## config.mk

```make
export PLATFORM = sky130hd
export DESIGN_NAME = reg_scoreboard
export DESIGN_NICKNAME = d
export VERILOG_FILES = /design/src/rtl/reg_scoreboard.sv
export SDC_FILE = /design/constraint.sdc
export NUM_CORES = 1
export LEC_CHECK = 0
export BUFFER_PORTS_ARGS = -buffer_cell sky130_fd_sc_hd__buf_2
export CORE_MARGIN = 2
export CORE_UTILIZATION = 61
export CTS_BUF_LIST = sky130_fd_sc_hd__clkbuf_4 sky130_fd_sc_hd__clkbuf_8
export CTS_CLUSTER_DIAMETER = 60
export CTS_CLUSTER_SIZE = 12
export DETAILED_ROUTE_END_ITERATION = 8
export GPL_TIMING_DRIVEN = 0
export PLACE_DENSITY = 0.87
export SYNTH_ARGS = -nofsm -noshare
export SYNTH_HDL_FRONTEND = slang
export SYNTH_SLANG_ARGS = --single-unit
```

## constraint.sdc

```tcl
create_clock -name clk_i -period 4.2 [get_ports clk_i]
set_input_delay 0.42 -clock clk_i [delete_from_list [all_inputs] [get_ports clk_i]]
set_output_delay 0.42 -clock clk_i [all_outputs]
set_load 0.05 [all_outputs]
```

## src/rtl/reg_scoreboard.sv

```systemverilog
// Scoreboard of outstanding long-latency register writes; gates issue on RAW/WAW hazards
// the bypass network cannot cover. Optional macro SB_WB_BYPASS_EN lets same-cycle writebacks satisfy a source.
module reg_scoreboard #(
    parameter int CNT_W   = 2,
    parameter int TOT_MAX = 8,
    parameter int TOT_W   = 4
) (
    input  logic             clk_i,
    input  logic             rst_i,
    input  logic             issue_valid_i,
    input  logic [4:0]       issue_rs1_i,
    input  logic             issue_rs1_used_i,
    input  logic [4:0]       issue_rs2_i,
    input  logic             issue_rs2_used_i,
    input  logic [4:0]       issue_rd_i,
    input  logic             issue_long_i,
    input  logic             flush_i,
    output logic             issue_ready_o,
    output logic             raw_stall_o,
    output logic             waw_stall_o,
    input  logic             wb_valid_i,
    input  logic [4:0]       wb_rd_i,
    output logic [31:0]      busy_mask_o,
    output logic [TOT_W-1:0] pend_total_o,
    output logic             err_o
);
    localparam logic [CNT_W-1:0] CNT_MAX = '1;
    localparam logic [TOT_W-1:0] TOT_LIM = TOT_W'(TOT_MAX);

    logic [CNT_W-1:0] w_cnt [32];
    logic [TOT_W-1:0] r_total;
    logic             r_err;

    logic w_rs1_pend;
    logic w_rs2_pend;
    logic w_rs1_byp;
    logic w_rs2_byp;
    logic w_wb_live;
    logic w_wb_hit;
    logic w_wb_err;
    logic w_fire;

`ifdef SB_WB_BYPASS_EN
    // Last outstanding write landing this cycle reaches the consumer via register-file write-through.
    assign w_rs1_byp = (w_cnt[issue_rs1_i] == CNT_W'(1)) && wb_valid_i && (wb_rd_i == issue_rs1_i);
    assign w_rs2_byp = (w_cnt[issue_rs2_i] == CNT_W'(1)) && wb_valid_i && (wb_rd_i == issue_rs2_i);
`else
    assign w_rs1_byp = 1'b0;
    assign w_rs2_byp = 1'b0;
`endif

    assign w_rs1_pend = issue_rs1_used_i && (issue_rs1_i != 5'd0) &&
                        (w_cnt[issue_rs1_i] != '0) && !w_rs1_byp;
    assign w_rs2_pend = issue_rs2_used_i && (issue_rs2_i != 5'd0) &&
                        (w_cnt[issue_rs2_i] != '0) && !w_rs2_byp;

    assign raw_stall_o   = issue_valid_i && (w_rs1_pend || w_rs2_pend);
    assign waw_stall_o   = issue_valid_i && issue_long_i && (issue_rd_i != 5'd0) &&
                           ((w_cnt[issue_rd_i] == CNT_MAX) || (r_total == TOT_LIM));
    assign issue_ready_o = !raw_stall_o && !waw_stall_o;

    assign w_fire    = issue_valid_i && issue_ready_o && !flush_i && issue_long_i &&
                       (issue_rd_i != 5'd0);
    assign w_wb_live = wb_valid_i && (wb_rd_i != 5'd0);
    assign w_wb_hit  = w_wb_live && (w_cnt[wb_rd_i] != '0);
    assign w_wb_err  = w_wb_live && (w_cnt[wb_rd_i] == '0);

    genvar gi;
    generate
        for (gi = 0; gi < 32; gi++) begin : g_cnt
            logic [CNT_W-1:0] r_cnt;
            logic             w_inc;
            logic             w_dec;

            assign w_inc = w_fire && (issue_rd_i == 5'(gi));
            assign w_dec = w_wb_hit && (wb_rd_i == 5'(gi));

            always_ff @(posedge clk_i) begin
                if (rst_i) begin
                    r_cnt <= '0;
                end else if (w_inc && !w_dec) begin
                    r_cnt <= r_cnt + CNT_W'(1);
                end else if (w_dec && !w_inc) begin
                    r_cnt <= r_cnt - CNT_W'(1);
                end
            end

            assign w_cnt[gi]       = r_cnt;
            assign busy_mask_o[gi] = (r_cnt != '0);
        end
    endgenerate

    always_ff @(posedge clk_i) begin
        if (rst_i) begin
            r_total <= '0;
            r_err   <= 1'b0;
        end else begin
            if (w_fire && !w_wb_hit) begin
                r_total <= r_total + TOT_W'(1);
            end else if (w_wb_hit && !w_fire) begin
                r_total <= r_total - TOT_W'(1);
            end
            if (w_wb_err) begin
                r_err <= 1'b1;
            end
        end
    end

    assign pend_total_o = r_total;
    assign err_o        = r_err;
endmodule

```

==> results.tsv, run 1 <==
stage	metric	value	unit
yosys	yosysSeqAreaShare	0.245	
clocking	cts-buffers-inserted	9	
sta	rsz0062_at_grt	no	
yosys	synth_largest_area_cell	dfxtp_1	
sta	timing.final.ws_setup	0.291	ns
pwr	irDropWorstVdd	0.000149	V
place	io_buffers	57	
global_route	antenna_found_initial	0	
sta	finClkSkew	0.00852	ns
worst_setup_path	critPathTopFamily	simple AND/OR/NAND/NOR gates	
sta	hold_viol_final	0	
yosys	synth_area_leaders	dfxtp_1, xor2_1, ha_1	
global_route	grt-ovfl-total	0	
layout	mostFrequentLayoutCell	nor2_1	
worst_setup_path	reg2reg_to	pend_total_o[3]	
place	place_area	6050	sq um
clocking	clk_latency	0.35	ns
sta	setup_tns	0	ns
worst_setup_path	critPathMaxFanout	10	
worst_setup_path	crit_buf_inv	3	
floorplanning	coreArea	9110	sq um
sta	holdWs	0.485	ns
worst_setup_path	cp-start-kind	register	
global_route	grt_pass1_vias	5387	
drt	viasPerCell	6.52	
yosys	ys_warn_count	0	
worst_setup_path	critical_path_required	4.47	ns
layout	final_cell_mix	nor2_1, buf_2, dfxtp_1	
floorplanning	chipWidth	100	um
place	hpwl	14000	um
worst_setup_path	critical_path.max_stage_delay	0.49	ns
sta	post-route-min-period	3.91	ns
global_route	grt_pass1_wl	28200	um
yosys	syn-num-nets	770	
sta	tightest_slew	0.739	ns
worst_setup_path	critPathCaptureType	register	
layout	drive_above_1_share	0.167	
run_status	outcome	complete, no violations	
drt	first_iter_violations	714	
clocking	cts.sinks	69	
worst_setup_path	rr_startpoint	g_cnt[6].r_cnt[0]	
worst_setup_path	critical_path_class	reg2reg	
global_route	grt_max_degree	12	
drt	drtAntennaViolNets	0	
yosys	yosysUniqueCellTypes	56	
worst_setup_path	cp_common_cell	a21oi_1	
floorplanning	rows	35	
min_path	worst_hold_path.endpoint	g_cnt[0].r_cnt[1]	
yosys	avgSynthCellArea	7.97	sq um
sta	maxSlewViolCount	0	
yosys	synth-async-reset-ratio	0	
job	drv_cap	0	
worst_setup_path	rr_worst_depth	16	
layout	area_growth	10.8	%
floorplanning	initial_core_util	0.618	
clocking	clockBufferDepth	2	
yosys	synthCells	706	
worst_setup_path	crit_chain	nor2_1 > a21oi_1 > a2111oi_0 > nor4_1 > or3_1 > buf_4 > buf_6 > nor3_1 > ha_1 > inv_1 > ha_1 > a21o_1 > a21oi_1 > xnor2_1 > or3_1 > a21oi_1	
clocking	ctsResizeCount	0	
drt	wl	17900	um
drt	dr_total_vias	5802	
yosys	synth_top_area_frac	0.245	
yosys	synth_edf_count	0	
clocking	post_cts_buffers	0	
global_route	track_usage	0.362	
worst_setup_path	arrival	4.18	ns
clocking	cts_root_buffer	clkbuf_8	
floorplanning	die_area	10000	sq um
sta	period_share	0.931	
place	place.gp.congestion	0.957	
clocking	h-tree-depth	3	
yosys	ys_ff_latch	69	
layout	finish.utilization	0.685	
clocking	clk_pin_slew	0.08	ns
pwr	powerDensity	252	nW/um^2
drt	wl_per_cell	20.2	um
worst_setup_path	cp_slowest_cell	a2111oi_0	
drt	drc	0	
place	pre_cts_ws	0.190	ns
pwr	p_leak	2.74	nW
yosys	syn_area	5630	sq um
clocking	holdBufCountCts	0	
layout	final_area	6240	sq um
sta	fmaxAchievable	256	MHz
floorplanning	die_h	100	um
layout	nNetsFinal	838	
sta	final-setup-viol-count	0	
drt	dr.pass1.iters	5	
sta	slew_headroom	0.500	
clocking	cts_tree	built	
yosys	yosys_most_used_dff	dfxtp_1	
min_path	min_path_type	reg2reg	
worst_setup_path	reg2reg_slack	0.29	ns
layout	insertedDiodeCount	0	
floorplanning	ioPinCount	68	
min_path	worstHoldPathCells	2	
min_path	hold_start	g_cnt[0].r_cnt[1]	
==> flip-flops by register name, summed over array words and instances, names as in the netlist <==
register,cells
pend_total_o,4
err_o,1
g_cnt.r_cnt,64
==> metrics by stage <==
step / total power, mW / std cells
2_1_floorplan: 0.947 / 706
3_3_place_gp: 1.03 / 874
3_5_place_dp: 1.04 / 874
4_1_cts: 1.56 / 890
5_1_grt: 1.62 / 890
6_report: 1.57 / 890
==> worst max-delay path by stage <==
stage / start / end / slack (ns) / depth (start not counted)
5_1_grt: g_cnt[6].r_cnt[0] / pend_total_o[3] / 0.04 / 16
2_1_floorplan: issue_rs1_i[1] / pend_total_o[3] / 0.64 / 16
6_report: g_cnt[6].r_cnt[0] / pend_total_o[3] / 0.29 / 16
3_5_place_dp: issue_rs1_i[1] / pend_total_o[3] / 0.19 / 17
4_1_cts: g_cnt[14].r_cnt[0] / pend_total_o[3] / 0.36 / 16
3_3_place_gp: issue_rd_i[1] / g_cnt[27].r_cnt[1] / 0.24 / 12
==> power by group <==
group	switching, mW	internal (mW)	total [mW]
registers	0.0197	0.669	0.689
logic	0.241	0.109	0.350
clock network	0.274	0.260	0.533
total	0.535	1.04	1.57
==> kinds of logic after synthesis <==
kind of cell / after synthesis / synth area share
muxes: 27 / 0.0914
DFF: 69 / 0.245
xor gates and xnor gates: 65 / 0.101
adders and majority gates: 36 / 0.0814
and+or+nand+nor: 304 / 0.283
buffers and inverters: 85 / 0.0683
AOI/OAI and AO/OA: 120 / 0.130
==> layer usage <==
| metal | GRT usage | wire length [um] | up-vias |
|---|---|---|---|
| met4 | 0.158 | 829 | 0 |
| met1 | 0.481 | 7180 | 2722 |
| li1 | - | - | 2649 |
| met5 | 0 | 0 | - |
| met2 | 0.584 | 8280 | 357 |
| met3 | 0.0550 | 1640 | 74 |
==> synth_stat cells, drive strengths merged (3+ instances only) <==
cell / n
a21oi: 43
nor2: 104
clkbuf: 22
nor3: 19
nor4b: 29
nor3b: 7
nor4: 6
nor2b: 5
inv: 42
nand3: 28
o211ai: 4
nand4: 8
ha: 35
or2: 5
o21ai: 40
mux4: 19
or3: 35
dfxtp: 69
mux2: 5
nand2: 44
nand2b: 4
a211oi: 11
o2111ai: 3
buf: 21
nand3b: 3
and3: 4
a2111oi: 4
mux2i: 3
xor2: 63
==> final cells by class <==
type | count | area, sq um
multi-input cells | 552 | 3860
fillers | 799 | 2870
flip-flops and latches | 69 | 1380
repair buffers | 57 | 285
plain buffers | 43 | 221
clock buffers | 13 | 166
inverters | 42 | 163
well taps | 111 | 139
clock inverters | 3 | 20.0
==> worst register-to-register path: stages, from the launching register on <==
cell and delay (ns):
dfxtp_1 0.35, nor2_1 0.35, a21oi_1 0.13, a2111oi_0 0.49, nor4_1 0.08, or3_1 0.36
buf_4 0.18, buf_6 0.14, nor3_1 0.25, ha_1 0.24, inv_1 0.09, ha_1 0.28
a21o_1 0.18, a21oi_1 0.17, xnor2_1 0.09, or3_1 0.31, a21oi_1 0.14
Power figures use the tool's default switching activity.
==> run 2, diff against run 1 <==
--- a/config.mk
+++ b/config.mk
@@ -5,6 +5,7 @@
 export SDC_FILE = /design/constraint.sdc
 export NUM_CORES = 1
 export LEC_CHECK = 0
+export ABC_AREA = 1
 export BUFFER_PORTS_ARGS = -buffer_cell sky130_fd_sc_hd__buf_2
 export CORE_MARGIN = 2
 export CORE_UTILIZATION = 61
==> run 2 against run 1 <==
Effect of this change: total power up 6.0%; flip-flop and latch count unchanged; critical path depth up 6; first-iteration DRC count down 12%; sequential share of layout area down 0.55 points; combinational power down 17%; sequential power down 2%; critical endpoint unchanged; critical path type is now in2reg.
==> results.tsv, run 2 <==
stage	metric	value	unit	change
run_status	outcome	complete, no violations		unchanged
clocking	cts_root_buffer	clkbuf_8		unchanged
pwr	pwr-share-comb	0.174		was 0.223
pwr	p_int	1.17	mW	was 1.04 mW
sta	slew_headroom	0.531		was 0.500
sta	period_share	0.851		was 0.931
global_route	grt_pass1_vias	5989		was 5,387
place	io_buffers	63		was 57
worst_setup_path	critPathTopFamily	simple AND/OR/NAND/NOR gates		unchanged
yosys	synthTopCellsByCount	nand2_1, inv_1, nor2_1		was nor2_1, dfxtp_1, xor2_1
yosys	yosysSeqAreaShare	0.243		was 0.245
clocking	clk_latency	0.37	ns	was 0.35 ns
drt	dr_total_vias	6553		was 5,802
layout	mostFrequentLayoutCell	nand2_1		was nor2_1
pwr	p_leak	2.92	nW	was 2.74 nW
drt	first_iter_violations	625		was 714
yosys	syn-num-nets	990		was 770
sta	tightest_slew	0.703	ns	was 0.739 ns
yosys	yosysUniqueCellTypes	29		was 56
clocking	h-tree-depth	3		unchanged
pwr	p_sw	500	uW	was 535 uW
sta	hold_viol_final	0		unchanged
worst_setup_path	critPathCaptureType	register		unchanged
min_path	min_path_type	in2reg		was reg2reg
yosys	avgSynthCellArea	6.14	sq um	was 7.97 sq um
sta	fmaxAchievable	280	MHz	was 256 MHz
layout	top_register	g_cnt.r_cnt		unchanged
pwr	powerDensity	260	nW/um^2	was 252 nW/um^2
yosys	syn_area	5680	sq um	was 5630 sq um
floorplanning	coreArea	9150	sq um	was 9110 sq um
sta	post-route-min-period	3.57	ns	was 3.91 ns
yosys	synth_largest_area_cell	dfxtp_1		unchanged
layout	nNetsFinal	1064		was 838
worst_setup_path	crit_chain	buf_2 > nand2_1 > buf_2 > nor2_1 > a21oi_1 > nand2_1 > nand2_1 > nand4_1 > nand3_1 > nand3_1 > nand2_1 > nand3_2 > buf_6 > inv_1 > ha_1 > inv_1 > ha_1 > and3_1 > a211oi_1 > xor2_1 > nand2_1 > a21oi_1		was nor2_1 > a21oi_1 > a2111oi_0 > nor4_1 > or3_1 > buf_4 > buf_6 > nor3_1 > ha_1 > inv_1 > ha_1 > a21o_1 > a21oi_1 > xnor2_1 > or3_1 > a21oi_1
layout	final_area	6400	sq um	was 6240 sq um
sta	setup_tns	0	ns	unchanged
pwr	irDropWorstVdd	0.000235	V	was 0.000149 V
sta	final-setup-viol-count	0		unchanged
global_route	grt_max_degree	13		was 12
yosys	yosys_most_used_dff	dfxtp_1		unchanged
worst_setup_path	critical_path_class	in2reg		was reg2reg
worst_setup_path	cp-start-kind	input port		was register
yosys	ys_ff_latch	69		unchanged
global_route	antenna_found_initial	1		was 0
sta	maxSlewViolCount	0		unchanged
drt	drtAntennaViolNets	0		unchanged
worst_setup_path	arrival	3.87	ns	was 4.18 ns
yosys	synth_area_leaders	dfxtp_1, nand2_1, inv_1		was dfxtp_1, xor2_1, ha_1
place	place.gp.congestion	1.05		was 0.957
floorplanning	ioPinCount	68		unchanged
yosys	synth_most_common_cell	nand2_1		was nor2_1
pwr	power.total	1.67	mW	was 1.57 mW
clocking	clockBufferDepth	2		unchanged
place	hpwl	14000	um	about the same
yosys	synth_edf_count	0		unchanged
layout	final_cell_mix	nand2_1, inv_1, nor2_1		was nor2_1, buf_2, dfxtp_1
worst_setup_path	cp_slowest_cell	buf_2		was a2111oi_0
yosys	ys_warn_count	0		unchanged
worst_setup_path	critical_path.max_stage_delay	0.40	ns	was 0.49 ns
layout	area_growth	12.6	%	was 10.8%
pwr	clock_power_share	0.422		was 0.339
floorplanning	chipWidth	101	um	was 100 um
clocking	clk_pin_slew	0.08	ns	about the same
worst_setup_path	cp_common_cell	nand2_1		was a21oi_1
job	drv_cap	0		unchanged
worst_setup_path	crit_buf_inv	5		was 3
drt	wl	18400	um	was 17,900 um
global_route	grt-ovfl-total	0		unchanged
sta	finClkSkew	0.00858	ns	was 0.00852 ns
sta	rsz0062_at_grt	no		unchanged
floorplanning	initial_core_util	0.621		was 0.618
layout	drive_above_1_share	0.120		was 0.167
worst_setup_path	critPathMaxFanout	10		unchanged
floorplanning	die_h	101	um	was 100 um
clocking	cts_tree	built		unchanged
layout	largest_reg_flops	64		unchanged
pwr	p_sw_frac	0.300		was 0.340
clocking	post_cts_buffers	0		unchanged
worst_setup_path	critical_path_required	4.50	ns	was 4.47 ns
clocking	holdBufCountCts	0		unchanged
place	place_area	6140	sq um	was 6050 sq um
drt	drc	0		unchanged
clocking	cts.sinks	69		unchanged
floorplanning	rows	35		unchanged
pwr	seq_power_share	0.405		was 0.438
sta	holdWs	0.487	ns	was 0.485 ns
yosys	synthCells	926		was 706
yosys	synth-async-reset-ratio	0		unchanged
global_route	grt_pass1_wl	29400	um	was 28,200 um
drt	wl_per_cell	16.5	um	was 20.2 um
clocking	ctsResizeCount	0		unchanged
clocking	cts-buffers-inserted	9		unchanged
floorplanning	die_area	10100	sq um	was 10,000 sq um
drt	dr.pass1.iters	6		was 5
drt	viasPerCell	5.87		was 6.52
global_route	track_usage	0.378		was 0.362
yosys	synth_top_area_frac	0.243		was 0.245
## run 2: cell count changes in the layout (fill, tap and decap cells not counted), moves of 19 or more
cell,previous run,this run
nor2_2,0,23
a21oi_1,43,91
nand2_1,44,191
xor2_1,63,30
inv_1,41,125
or3_1,35,0
mux4_2,19,0
nand3_1,28,73
nor4b_1,25,0
o21ai_0,40,68
nor3_1,19,0
o21a_1,0,31
## run 2: power by group through the flow
stage	registers, mW	clock network [mW]	logic [mW]
finish	0.674	0.703	0.289
CTS	0.674	0.703	0.280
global route	0.676	0.728	0.312
global placement	0.689	0	0.276
detailed placement	0.690	0	0.278
floorplan	0.707	0	0.174
## run 2: worst paths after layout
check                                   startpoint  slack [ns]  cells past startpoint         endpoint
worst min-delay path                    wb_valid_i        0.49                      5            err_o
worst max register to register  g_cnt[29].r_cnt[0]        0.65                     22  pend_total_o[3]
worst max-delay path                 issue_rd_i[0]        0.63                     22  pend_total_o[3]
worst min register to register     pend_total_o[3]        0.51                      2  pend_total_o[3]
## run 2: cell type report
| cell class | instances | area (sq um) |
|---|---|---|
| inverter | 130 | 488 |
| clock inverter | 5 | 106 |
| buffer | 31 | 155 |
| antenna | 1 | 2.50 |
| clock buffer | 11 | 151 |
| multi-input combinational | 696 | 3660 |
| sequential | 69 | 1380 |
| fill | 826 | 2760 |
| timing repair buffer | 63 | 315 |
| tap | 111 | 139 |
## run 2: cells by family (layout without fill, tap and decap cells)
family,after synthesis,in the layout,share of synthesized area
flops,69,69,0.243
xor+xnor,30,30,0.0462
buf+inv,161,240,0.113
compound gates,213,213,0.209
other cells,0,1,0
fa+ha+maj,36,36,0.0806
simple gates,417,417,0.308
## run 2: worst min-delay path: cells and delay by family
| kind | cells | cell delay (ns) |
|---|---|---|
| AOI/OAI and AO/OA | 1 | 0.08 |
| buffers and inverters | 2 | 0.19 |
| and+or+nand+nor | 2 | 0.13 |
## run 2: layer usage
metal | vias up | routed length [um] | global-route usage
met3 | 116 | 2310 | 0.0964
met1 | 2876 | 7180 | 0.471
li1 | 3141 | - | -
met2 | 420 | 7810 | 0.594
met5 | - | 0 | 0
met4 | 0 | 1150 | 0.211
## run 2: metrics by stage
stage	cells	util	setup slack, ns
detailed placement	1100	0.671	0.362
global route	1116	0.699	0.401
finish	1117	0.699	0.627
global placement	1100	0.671	0.376
CTS	1116	0.699	0.720
floorplan	926	-	1.14
